### src/rtl/ram_bitmask_req_ctrl.sv
// ram_bitmask_req_ctrl: init sweep plus valid/ready request front end for port A of ram_dp_bitmask.
// Read data is returned in order through a small response FIFO with backpressure.
module ram_bitmask_req_ctrl #(
   parameter int DATA_WIDTH = 32,
   parameter int DEPTH = 16,
   parameter int RSP_DEPTH = 4,
   parameter logic [DATA_WIDTH-1:0] INIT_VALUE = '0,
   localparam int ADDR_WIDTH = $clog2(DEPTH)
) (
   input  logic                    clock,
   input  logic                    reset,
   output logic                    init_done,
   input  logic                    req_valid,
   output logic                    req_ready,
   input  logic                    req_wr,
   input  logic [ADDR_WIDTH-1:0]   req_addr,
   input  logic [DATA_WIDTH-1:0]   req_wdata,
   input  logic [DATA_WIDTH/8-1:0] req_wstrb,
   output logic                    rsp_valid,
   input  logic                    rsp_ready,
   output logic [DATA_WIDTH-1:0]   rsp_rdata,
   output logic                    ram_cen,
   output logic                    ram_wen,
   output logic [DATA_WIDTH-1:0]   ram_bwen,
   output logic [ADDR_WIDTH-1:0]   ram_addr,
   output logic [DATA_WIDTH-1:0]   ram_din,
   input  logic [DATA_WIDTH-1:0]   ram_dout
);
   localparam int PW = $clog2(RSP_DEPTH);
   localparam int CW = $clog2(RSP_DEPTH + 1);

   typedef enum logic [1:0] {START, INIT, RUN} state_t;

   state_t                state;
   logic [ADDR_WIDTH-1:0] cnt;
   logic                  inflight;
   logic [DATA_WIDTH-1:0] fifo [RSP_DEPTH];
   logic [PW-1:0]         wr_ptr, rd_ptr;
   logic [CW-1:0]         count;
   logic [CW:0]           occ;
   logic [DATA_WIDTH-1:0] strb_mask;
   logic                  accept, push, pop, init, run;

   function automatic logic [PW-1:0] nxt(input logic [PW-1:0] p);
      return (p == PW'(RSP_DEPTH - 1)) ? '0 : p + PW'(1);
   endfunction

   for (genvar i = 0; i < DATA_WIDTH / 8; i++) begin : g_mask
      assign strb_mask[8*i +: 8] = {8{req_wstrb[i]}};
   end

   // Occupancy counts the in-flight read so the FIFO can never overflow.
   assign occ       = {1'b0, count} + {{CW{1'b0}}, inflight};
   assign init      = (state == INIT);
   assign run       = (state == RUN);
   assign req_ready = run && (occ < (CW+1)'(RSP_DEPTH));
   assign accept    = req_valid & req_ready;
   assign push      = inflight;
   assign pop       = rsp_valid & rsp_ready;
   assign rsp_valid = (count != '0);
   assign rsp_rdata = fifo[rd_ptr];

   always_comb begin
      ram_cen  = init | accept;
      ram_wen  = init ? 1'b1 : run & req_wr;
      ram_addr = init ? cnt : run ? req_addr : '0;
      ram_bwen = init ? '1 : (run & req_wr) ? strb_mask : '0;
      ram_din  = init ? INIT_VALUE : (run & req_wr) ? req_wdata : '0;
   end

   always_ff @(posedge clock or posedge reset) begin
      if (reset) begin
         state     <= START;
         cnt       <= '0;
         init_done <= 1'b0;
         inflight  <= 1'b0;
         wr_ptr    <= '0;
         rd_ptr    <= '0;
         count     <= '0;
         for (int i = 0; i < RSP_DEPTH; i++) fifo[i] <= '0;
      end else begin
         if (state == START) state <= INIT;
         if (init) begin
            cnt <= cnt + ADDR_WIDTH'(1);
            if (cnt == ADDR_WIDTH'(DEPTH - 1)) begin
               state     <= RUN;
               init_done <= 1'b1;
            end
         end
         inflight <= accept & ~req_wr;
         if (push) begin
            fifo[wr_ptr] <= ram_dout;
            wr_ptr       <= nxt(wr_ptr);
         end
         if (pop) rd_ptr <= nxt(rd_ptr);
         count <= count + CW'(push) - CW'(pop);
      end
   end
endmodule

### config.mk
export PLATFORM = sky130hd
export DESIGN_NAME = ram_bitmask_req_ctrl
export DESIGN_NICKNAME = d
export VERILOG_FILES = /design/src/rtl/ram_bitmask_req_ctrl.sv
export SDC_FILE = /design/constraint.sdc
export NUM_CORES = 1
export LEC_CHECK = 0
export BUFFER_PORTS_ARGS = -buffer_cell sky130_fd_sc_hd__buf_4
export CAP_MARGIN = 10
export CELL_PAD_IN_SITES_DETAIL_PLACEMENT = 2
export CELL_PAD_IN_SITES_GLOBAL_PLACEMENT = 2
export CORE_MARGIN = 5
export CORE_UTILIZATION = 31
export CTS_CLUSTER_DIAMETER = 80
export DETAILED_ROUTE_END_ITERATION = 6
export PLACE_DENSITY = 0.74
export SETUP_SLACK_MARGIN = 0.5
export SLEW_MARGIN = 20
export SYNTH_ARGS = -nofsm -noshare
export SYNTH_HDL_FRONTEND = slang
export SYNTH_SLANG_ARGS = --single-unit
export TNS_END_PERCENT = 50
### constraint.sdc
create_clock -name clock -period 5 [get_ports clock]
set_clock_uncertainty 0.2 [all_clocks]
set_input_delay 0.25 -clock clock [delete_from_list [all_inputs] [get_ports clock]]
set_output_delay 0.25 -clock clock [all_outputs]
set_load 0.02 [all_outputs]
* Word-level counts from Yosys, hierarchy flattened *
Index checks and enable logic that the tools add are counted.
Widths: inputs -> output; s select.

word-level totals
  word-level logic and storage cells = 57
  output and inout bits = 105
  register bits after elaboration = 143
  input bits = 77

cells by class
  $lt $le $gt $ge = 4
  bitwise operators = 8
  $add $sub $neg = 6
  equal/unequal tests = 5
  multiplexer cells = 18
  reductions and logical operators = 5

operators with widths
  cell                 count
  $mux 32              7
  $bwmux 128           1
  $bmux 32 s2          1
  $demux 32 s2         1
  $mux 2               5
  $mux 4               2
  $eq 2x2->1 const B   3
  $ge 3x3->1 const B   2
  $not 2->3            2
  $add 2x1->2 const B  2
  $add 3x1->4          1
  $add 4x1->4 const B  1
  $and 1x1->1          4
  $eq 4x4->1 const B   1
  $lt 4x3->1 const B   1
  $add 3x1->3          1
  $lt 3x1->1 const B   1
  $reduce_bool 3->1    1
  $sub 3x1->3          1
  $eq 2x1->1 const B   1
  $logic_and 1x1->1    2
  $logic_not 2->1      1
  $reduce_and 2->1     1
  $mux 1               1
  2 further kinds      2

* Depth between registers and ports, before layout *
  depth after elaboration = 6
  gate-level depth with buffers = 9

* Worst setup path after synthesis *
No wires, ideal clock.

  kind = register to register
  from = register count[1]
  to = register count[2]
  data arrival time = 1.960 ns
  setup time = 0.122 ns
  path slack = 2.718 ns
  cell stages (with the launch flop) = 10
  path through = dfrtp_1 -> or3_4 -> nand2_2 -> inv_2 -> ha_1 -> inv_1 -> ha_1 -> inv_1 -> fa_1 -> xor2_1

on the way
  longest elaborated chain between the ends = 3
  elaborated cells between the ends (all ways) = 4

RTL lines
  item                      line  text
  start: declaration        39    logic [CW-1:0] count;
  start signal: assignment  96    count <= count + CW'(push) - CW'(pop);
  $reduce_bool 3->1         60    assign rsp_valid = (count != '0);
  net rsp_valid             19    output logic rsp_valid,
  $and 1x1->1               59    assign pop = rsp_valid & rsp_ready;
  net pop                   42    logic accept, push, pop, init, run;
  $sub 3x1->3               96

The timed path passes the listed nets, and every way through them passes these cells.
A chain may end at the register's enable or synchronous reset.

* Worst setup path after layout *
  from = register rd_ptr[0]
  to = output port rsp_rdata[11]

on the way
  longest elaborated chain between the ends = 4

RTL lines
  item                                         line  text
  start: declaration                           38    logic [PW-1:0] wr_ptr, rd_ptr;
  start signal: assignment                     95    if (pop) rd_ptr <= nxt(rd_ptr);
  $not 2->3 (not written as such)              61    assign rsp_rdata = fifo[rd_ptr];
  $bmux 32 s2                                  61
  $mux 32 (not written as such) (2 in series)  61
  end: declaration                             21    output logic [DATA_WIDTH-1:0] rsp_rdata,

No other way between the ends. The select of a mux whose other input is x is not followed.

==> run summary <==
Summed over all layers, the global routing overflow is 0. The worst IR drop on VDD came out at 229 µV. The count of port buffers added during placement is 181. The tool flagged a number of max-cap violations equal to 0.

The vertical extent of the die came out at 164 µm. By area the synthesized netlist is led by sky130_fd_sc_hd__dfrtp_1 48%, sky130_fd_sc_hd__mux2_4 24%, sky130_fd_sc_hd__mux4_2 9.8%. During I/O placement, the number of pins put on the boundary was 182. The achievable frequency is 364 MHz. The worst path in the final design needs a cycle of 2750 ps, including I/O delays and setup. The floorplan die width came out at 164 µm. The hold path endpoint is inflight. The post-synthesis cell count came out at 453. The largest net degree at the start of global routing is 86. For this configuration, the core starts out at a cell density of 0.314. The worst register-to-register path has a depth of 9.

The flow ran to the end, and the final reports show no timing, DRC or antenna violations. In this run the static leakage power is 0.00489 µW. The transition time at the pin with the least slew margin is 1030 ps. For this run, asynchronously set or reset flops after synthesis account for 1.00. In the final layout, the share of cells above drive strength 1 is 0.585. After the last flow step, the layout net total stands at 720.

The library cell used most frequently in the layout, excluding fill and tap cells, is sky130_fd_sc_hd__buf_4. The dominant cell type by area after synthesis is sky130_fd_sc_hd__dfrtp_1. Counting flops and latches in the post-synthesis netlist gives 143.

Clock tree synthesis found a total of 143 sinks. The site row count came out at 56. In the routed design, unresolved DRC markers number 0.

The worst hold path begins at req_wr. The sum of negative setup slack is 0 ps. STA classifies the critical path startpoint as a flip-flop. The clock network latency to the later pin of the worst-skew pair came out at 420 ps. In this run the standard cell core region covers 23500 µm². The startpoint identified for the worst register-to-register timing path is count[1]. On the final layout, the worst hold slack is 99.6 ps.

The post-synthesis cell type count came out at 37. The cell count after placement came out at 898. Dividing the detail-routed wire length by the instance count gives 20.4 µm. The tightest min-delay check is of the in2reg type. The share of Yosys cell area claimed by the top area cell type came out at 0.485. The signed area change from the synthesized netlist to the final layout came out at 31.0%.

For flop-to-flop paths, the worst setup slack is 2680 ps. In the finished design, the share of the clock period the worst path needs comes to 0.549. The number of failing hold endpoints at the final stage is 0.

For this run, the number of Yosys warnings is 0. The clock buffer count from CTS came out at 17. Detailed placement ended at an HPWL of 12.4 mm.

The final standard cell count with taps included and fillers excluded came out at 965. The weighted congestion at the end of routability-driven global placement is 0.717. The critical path in this run is classified as reg2out. The end of the worst register-to-register path is count[2].

The first-pass GRT wire length is 31.2 mm. For this run, the leading register cell type out of synthesis is sky130_fd_sc_hd__dfrtp_1. The number of nets with antenna violations after routing came out at 0. For the worst setup path, the data required time is 4550 ps. The total power divided by cell area is 643 nW/µm². Setup violations remaining at the end of the flow were counted as 0. The first-pass iteration count of the detailed router is 4. The detail-routed via count per cell came out at 4.61. The data arrival time of the critical path came out at 2300 ps. Along the worst hold path, the cell count comes to 2.

The maximum clock path buffer count came out at 2. In the layout the commonest cells are 184 x sky130_fd_sc_hd__buf_4, 141 x sky130_fd_sc_hd__dfrtp_1, 120 x sky130_fd_sc_hd__mux2_4, 35 x sky130_fd_sc_hd__dlygate4sd3_1. Of the synthesized area, sequential elements account for 0.485. The violation count after the first detailed-routing iteration came out at 122. The max-slew violation count came out at 0.

The count of flip-flops with a built-in enable after synthesis came out at 0. The number of global-route vias before repair came out at 5397. The H-tree generated during clock tree synthesis spans 4 levels.

The synthesized netlist net count came out at 540. The root cell of the clock tree is sky130_fd_sc_hd__clkbuf_16. The initial antenna violation count is 0. The post-CTS setup buffer count came out at 0. The synthesized area per cell is 16.3 µm². TritonCTS built the clock tree. The cell area after synthesis came out at 7380 µm². Setup repair after global routing left no endpoint under its margin.

The capturing element type of the critical path is an output pin. The global router's overall resource usage came out at 0.150. The die footprint came out at 27000 µm². The via count is 4445. Wires add up to 19.7 mm. The diode insertion count for antenna repair is 0.

The register clock-pin slew on the reported worst setup and hold paths is 60 ps. In this run the worst path has a maximum fanout of 28. The worst pin sits at a relative slew slack of 0.314.

The number of resized instances in the post-cts repair step came out at 0.
[cell families (layout without fill, tap and decap cells)]
kind of cell,count (synthesis),count (layout),synth area share
buf+inv,67,260,0.0711
xor+xnor,4,4,0.00475
fa+ha+maj,10,10,0.0180
simple gates,50,50,0.0453
compound gates,16,16,0.0173
flops,143,143,0.485
mux,163,163,0.359
[worst max-delay path, stage by stage, from the launching register on]
cell                      delay, ps
sky130_fd_sc_hd__dfrtp_2        480
sky130_fd_sc_hd__buf_4          550
sky130_fd_sc_hd__mux4_2         630
sky130_fd_sc_hd__buf_4          180
[state kept, by name, indices dropped and copies added, names as in the netlist]
| name | cells |
|---|---|
| init_done | 1 |
| wr_ptr | 2 |
| fifo | 128 |
| state | 2 |
| cnt | 4 |
| rd_ptr | 2 |
| count | 3 |
| inflight | 1 |
[where the power goes]
| part | internal, µW | total [µW] | switching (µW) |
|---|---|---|---|
| Clock | 846 | 1370 | 522 |
| Combinational | 1610 | 2690 | 1070 |
| Sequential | 1720 | 2160 | 440 |
| Total | 4180 | 6220 | 2030 |
[layer usage]
layer  vias to the layer above  track usage  wire (µm)
li1                       1973            -          -
met2                       129        0.265      10300
met3                        21       0.0389       1010
met1                      2322        0.182       8170
met5                         -            0          0
met4                         0       0.0404        247
[worst max path at each step]
stage | startpoint | endpoint | slack [ps]
3_5_place_dp | state[0] | ram_bwen[9] | 2390
2_1_floorplan | reset | cnt[0] | 710
4_1_cts | state[0] | ram_bwen[9] | 1920
3_3_place_gp | state[0] | ram_bwen[10] | 2540
5_1_grt | rd_ptr[0] | rsp_rdata[11] | 2090
6_report | rd_ptr[0] | rsp_rdata[11] | 2250
[synth_stat cells, types with 2 or more instances]
master	n
sky130_fd_sc_hd__buf_12	2
sky130_fd_sc_hd__inv_1	8
sky130_fd_sc_hd__nand3_1	2
sky130_fd_sc_hd__xor2_1	2
sky130_fd_sc_hd__nand2_1	2
sky130_fd_sc_hd__nand2_4	4
sky130_fd_sc_hd__o21ai_0	2
sky130_fd_sc_hd__buf_4	28
sky130_fd_sc_hd__dfrtp_1	143
sky130_fd_sc_hd__a21o_1	5
sky130_fd_sc_hd__buf_8	3
sky130_fd_sc_hd__buf_2	9
sky130_fd_sc_hd__ha_1	9
sky130_fd_sc_hd__mux2_4	120
sky130_fd_sc_hd__buf_6	12
sky130_fd_sc_hd__a41o_1	2
sky130_fd_sc_hd__mux2_1	11
sky130_fd_sc_hd__and3_1	32
sky130_fd_sc_hd__mux4_2	32
sky130_fd_sc_hd__clkbuf_1	4
sky130_fd_sc_hd__xnor2_1	2
sky130_fd_sc_hd__a22o_1	4
[per-stage QoR]
stage / total power (µW) / utilization / cell area [µm²] / setup slack, ps
global placement: 4710 / 0.370 / 8680 / 2540
finish: 6220 / 0.412 / 9660 / 2250
detailed placement: 4850 / 0.370 / 8680 / 2390
CTS: 6320 / 0.412 / 9660 / 1920
floorplan: 4020 / - / 7380 / 712
global route: 6570 / 0.412 / 9660 / 2090
[final cells by class]
| class | instances | area, µm² |
|---|---|---|
| inverters | 9 | 38.8 |
| well taps | 319 | 399 |
| multi-input cells | 243 | 3280 |
| repair buffers | 219 | 1730 |
| clock inverters | 14 | 206 |
| flip-flops and latches | 143 | 3580 |
| fillers | 2293 | 13800 |
| clock buffers | 18 | 429 |
[timing repair]
action                                  in CTS  in global routing
endpoints found under the setup margin       0                  0
endpoints found under the hold margin      215                  0
hold buffers                                35                  0
Note: power is estimated with default switching activity, not from simulation.
